### config.mk
export PLATFORM = sky130hd
export DESIGN_NAME = seq_unshift
export DESIGN_NICKNAME = d
export VERILOG_FILES = /design/src/rtl/seq_pkg.sv /design/src/rtl/seq_unshift.sv
export SDC_FILE = /design/constraint.sdc
export NUM_CORES = 1
export LEC_CHECK = 0
export CAP_MARGIN = 5
export CORE_MARGIN = 5
export CORE_UTILIZATION = 52
export DETAILED_ROUTE_END_ITERATION = 8
export PLACE_DENSITY = 0.8
export REMOVE_ABC_BUFFERS = 1
export SYNTH_ARGS = -nofsm -noshare
export SYNTH_HDL_FRONTEND = slang
export SYNTH_SLANG_ARGS = --single-unit
export TNS_END_PERCENT = 1
### constraint.sdc
create_clock -name CLK -period 3.8 [get_ports CLK]
set_input_delay 0.38 -clock CLK [delete_from_list [all_inputs] [get_ports CLK]]
set_output_delay 0.38 -clock CLK [all_outputs]
set_load 0.01 [all_outputs]
### src/rtl/seq_pkg.sv
// Shared constants for the bit-serial link: default word width and the
// deserializer state encoding.
package seq_pkg;

    localparam int SEQ_WIDTH_DEF = 8;

    localparam logic [0:0] ST_HUNT  = 1'b0;
    localparam logic [0:0] ST_SHIFT = 1'b1;

endpackage

### src/rtl/seq_unshift.sv
// Serial-in/parallel-out deserializer with SYNC word alignment and a one-entry
// valid/ready output buffer; a word finishing into a full buffer sets OVF.
module seq_unshift
    import seq_pkg::*;
#(
    parameter int WIDTH     = SEQ_WIDTH_DEF,
    parameter bit MSB_FIRST = 1'b1
) (
    input  logic             CLK,
    input  logic             RST,
    input  logic             E,
    input  logic             SYNC,
    input  logic             IN,
    output logic [WIDTH-1:0] OUT,
    output logic             VALID,
    input  logic             READY,
    output logic             OVF
);

    localparam int CNT_W = $clog2(WIDTH);
    localparam logic [CNT_W-1:0] CNT_LAST = CNT_W'(WIDTH - 1);
    localparam logic [CNT_W-1:0] CNT_ONE  = CNT_W'(1);

    logic [0:0]       state;
    logic [CNT_W-1:0] cnt;
    logic [WIDTH-2:0] sr;

    logic             take;
    logic             restart;
    logic             done;
    logic [WIDTH-1:0] word;
    logic [WIDTH-2:0] sr_next;

    // The shift register never needs clearing on SYNC: exactly WIDTH bits are
    // shifted between alignment and completion, flushing any older bits.
    always_comb begin
        restart = E && SYNC;
        take    = E && (SYNC || (state == ST_SHIFT));
        done    = E && !SYNC && (state == ST_SHIFT) && (cnt == CNT_LAST);
        if (MSB_FIRST) begin
            word    = {sr, IN};
            sr_next = word[WIDTH-2:0];
        end else begin
            word    = {IN, sr};
            sr_next = word[WIDTH-1:1];
        end
    end

    always_ff @(posedge CLK) begin
        if (RST) begin
            state <= ST_HUNT;
            cnt   <= '0;
            sr    <= '0;
            OUT   <= '0;
            VALID <= 1'b0;
            OVF   <= 1'b0;
        end else begin
            if (take) begin
                sr <= sr_next;
            end

            if (restart) begin
                state <= ST_SHIFT;
                cnt   <= CNT_ONE;
            end else if (done) begin
                cnt <= '0;
            end else if (take) begin
                cnt <= cnt + CNT_ONE;
            end

            // A completing word may replace a word being consumed this same edge.
            if (done) begin
                if (!VALID || READY) begin
                    OUT   <= word;
                    VALID <= 1'b1;
                end else begin
                    OVF <= 1'b1;
                end
            end else if (VALID && READY) begin
                VALID <= 1'b0;
            end
        end
    end

endmodule

==> metrics.log <==
INFO  metric max-cap-violations = 0
INFO  metric cts_resized = 0
INFO  metric cp.arrival = 1.97 ns
INFO  metric start_util = 0.547
INFO  metric finalSetupTns = 0 ns
INFO  metric worst_hold_slack = 0.479 ns
INFO  metric unrepaired_setup_endpoints_after_global_routing = no
INFO  metric final_area = 985 um2
INFO  metric pwr_density_cell = 353 mW/mm2
INFO  metric gp_congestion = 0.782
INFO  metric rows = 14
INFO  metric synth_cell_types = 17
INFO  metric placeableCoreArea = 0.00149 mm2
INFO  metric clock_tree.buffer_depth = 2
INFO  metric dp_cells = 113
INFO  metric tightest_slew = 0.966 ns
INFO  metric cts_num_sinks = 21
INFO  metric placedInstanceArea = 958 um2
INFO  metric clk_latency = 0.29 ns
INFO  metric synth_warnings = 0
INFO  metric final_net_count = 110
INFO  metric nFillCells = 116
INFO  metric wl_met3 = 88 um
INFO  metric min_delay_path_class = register to register
INFO  metric final_util = 0.661
INFO  metric grt_usage = 0.135
INFO  metric setup.worst_path.start = SYNC
INFO  metric final-seq-area = 420 um2
INFO  metric finalWorstPathRequiredPeriod = 1.81 ns
INFO  metric reg2reg_from = state
INFO  metric max_freq = 553 MHz
INFO  metric synth-seq-area-share = 0.516
INFO  metric slew_headroom = 0.351
INFO  metric grt_pass1_vias = 592
INFO  metric clk_root_buffer_cell = sky130_fd_sc_hd__clkbuf_4
INFO  metric drc = 0
INFO  metric drt_first_iter_violations = 14
INFO  metric synthDominantAreaCellType = sky130_fd_sc_hd__dfxtp_1
INFO  metric critPathRequiredTime = 3.96 ns
INFO  metric vias = 647
INFO  metric number_of_cts_inserted_buffers = 3
INFO  metric crit_path_category = primary input to register
INFO  metric finalCritPeriodShare = 0.476
INFO  metric cts.clk_slew.worst_paths = 0.10 ns
INFO  metric design.die.area = 0.00246 mm2
INFO  metric synth.ff_latch_count = 21
INFO  metric die_y = 49.6 um
INFO  metric dieWidth = 49.6 um
INFO  metric crit_path_start_kind = primary input
INFO  metric hold_depth = 2
INFO  metric final_cell_count_no_fill = 117
INFO  metric final-setup-viol-count = 0
INFO  metric met2WireLength = 748 um
INFO  metric port-buffer-count = 15
INFO  metric finalWirelength = 1530 um
INFO  metric largest_net_degree_at_the_start_of_global_routing = 21
INFO  metric synth_enable_flop_cells = 0
INFO  metric final_layout_size_suffix_gt1_frac = 0.0297
INFO  metric post_cts.repair.setup_buffers = 0
INFO  metric first_pass_iters = 4
INFO  metric timing_max_transition_violations_final = 0
INFO  metric ys.flop_type = sky130_fd_sc_hd__dfxtp_1
INFO  metric yosysTopAreaCellShare = 0.516
INFO  metric post_cts_hold_buffer_count = 0
INFO  metric ioPinCount = 16
INFO  metric post_synth_instance_area = 815 um2
INFO  metric top_signal_layer_used = met4
INFO  metric vdd_ir_drop_max = 0.000245 V
INFO  metric async_flop_share = 0
INFO  metric synth.avg_cell_area = 9.36 um2
INFO  metric cellLeakagePower = 0.395 nW
INFO  metric final.setup_skew = 0.00578 ns
INFO  metric run_status = completed
INFO  metric synth.area.top_cells = sky130_fd_sc_hd__dfxtp_1, sky130_fd_sc_hd__mux2i_1, sky130_fd_sc_hd__a21oi_1, sky130_fd_sc_hd__o21ai_0, sky130_fd_sc_hd__nor2_1
INFO  metric wl_met1 = 685 um
INFO  metric pre_cts_ws = 1.67 ns
INFO  metric wl_per_cell = 13.1 um
INFO  metric r2r_setup_slack = 2.18 ns
INFO  metric post_synth_inst_count = 87
INFO  metric min-delay-start = OUT[5]
INFO  metric critPathMaxFanout = 9
INFO  metric clock_tree_from_tritoncts = done
INFO  metric viasPerCell = 5.53
INFO  metric sum_of_internal_switching_and_leakage_power = 348 uW
INFO  metric grt_first_pass_wirelength = 2620 um
INFO  metric route.antenna.remaining_nets = 0
INFO  metric diodes = 0
INFO  metric grt_antenna_before_repair = 0
INFO  metric htree_num_levels = 1
INFO  metric area.growth.synth_to_final = 20.9%
INFO  metric layout_setup_ws = 1.99 ns
INFO  metric globalRouteOverflowTotal = 0
INFO  metric final-hold-violation-count = 0
INFO  metric critical_path_endpoint_category = register
INFO  metric area_taken_by_multi_input_logic_gates = 368 um2
INFO  metric ff2ff_path_depth = 3
report_power, final:
part | switching (mW) | leakage (nW) | internal (mW)
Combinational | 0.0112 | 0.210 | 0.0115
Clock | 0.0582 | 0.0150 | 0.0408
Sequential | 0.00304 | 0.170 | 0.223
Total | 0.0724 | 0.395 | 0.275
metal layers:
layer	global-route usage	vias to the layer above
li1	-	332
met1	0.156	301
met2	0.227	12
met3	0.0542	2
met4	0.0393	0
met5	0	-
cells by family after synthesis:
kind of cell	count (synthesis)	synth area share
and+or+nand+nor	26	0.157
AOI/OAI and AO/OA	24	0.154
adders and majority gates	2	0.0307
DFF	21	0.516
muxes	9	0.111
buffers and inverters	5	0.0323
state kept, by name, summed over array words and instances (netlist names):
name and cells:
VALID 1, state 1, sr 7, cnt 3, OVF 1, OUT 8
placed cells by master (no fill, tap or decap):
| master | synthesis | layout |
|---|---|---|
| sky130_fd_sc_hd__o21ai_0 | 9 | 9 |
| sky130_fd_sc_hd__dfxtp_1 | 21 | 21 |
| sky130_fd_sc_hd__nor3b_1 | 1 | 1 |
| sky130_fd_sc_hd__nand2_1 | 2 | 2 |
| sky130_fd_sc_hd__clkdlybuf4s50_1 | 0 | 15 |
| sky130_fd_sc_hd__nor2_1 | 11 | 11 |
| sky130_fd_sc_hd__and4b_1 | 1 | 1 |
| sky130_fd_sc_hd__a21oi_1 | 12 | 12 |
| sky130_fd_sc_hd__mux2i_1 | 9 | 9 |
| sky130_fd_sc_hd__nand4b_1 | 1 | 1 |
| sky130_fd_sc_hd__ha_1 | 2 | 2 |
| sky130_fd_sc_hd__nand3_1 | 8 | 8 |
| sky130_fd_sc_hd__a21o_1 | 2 | 2 |
| sky130_fd_sc_hd__clkbuf_4 | 0 | 3 |
| sky130_fd_sc_hd__nand2b_1 | 1 | 1 |
| sky130_fd_sc_hd__clkbuf_1 | 3 | 1 |
| sky130_fd_sc_hd__nor2b_1 | 1 | 1 |
| sky130_fd_sc_hd__o21ai_1 | 1 | 1 |
layout make-up:
class | count | share of cell area
clock buffers | 4 | 0.0267
multi-input cells | 61 | 0.374
flip-flops and latches | 21 | 0.427
well taps | 16 | 0.0203
repair buffers | 15 | 0.152
critical path: stages:
cell and delay [ns]:
sky130_fd_sc_hd__clkdlybuf4s50_1 0.48, sky130_fd_sc_hd__o21ai_1 0.78, sky130_fd_sc_hd__mux2i_1 0.28, sky130_fd_sc_hd__nor2_1 0.05
Yosys cell counts, types with 2 or more instances:
master                     number
sky130_fd_sc_hd__a21o_1         2
sky130_fd_sc_hd__a21oi_1       12
sky130_fd_sc_hd__clkbuf_1       3
sky130_fd_sc_hd__nand3_1        8
sky130_fd_sc_hd__mux2i_1        9
sky130_fd_sc_hd__dfxtp_1       21
sky130_fd_sc_hd__nand2_1        2
sky130_fd_sc_hd__nor2_1        11
sky130_fd_sc_hd__buf_4          2
sky130_fd_sc_hd__o21ai_0        9
sky130_fd_sc_hd__ha_1           2
path summary, 6_finish.rpt:
path,end
max reg2reg,sr[1]
min reg2reg,OUT[5]
min,OUT[5]
max,sr[1]
Power figures use the tool's default switching activity.
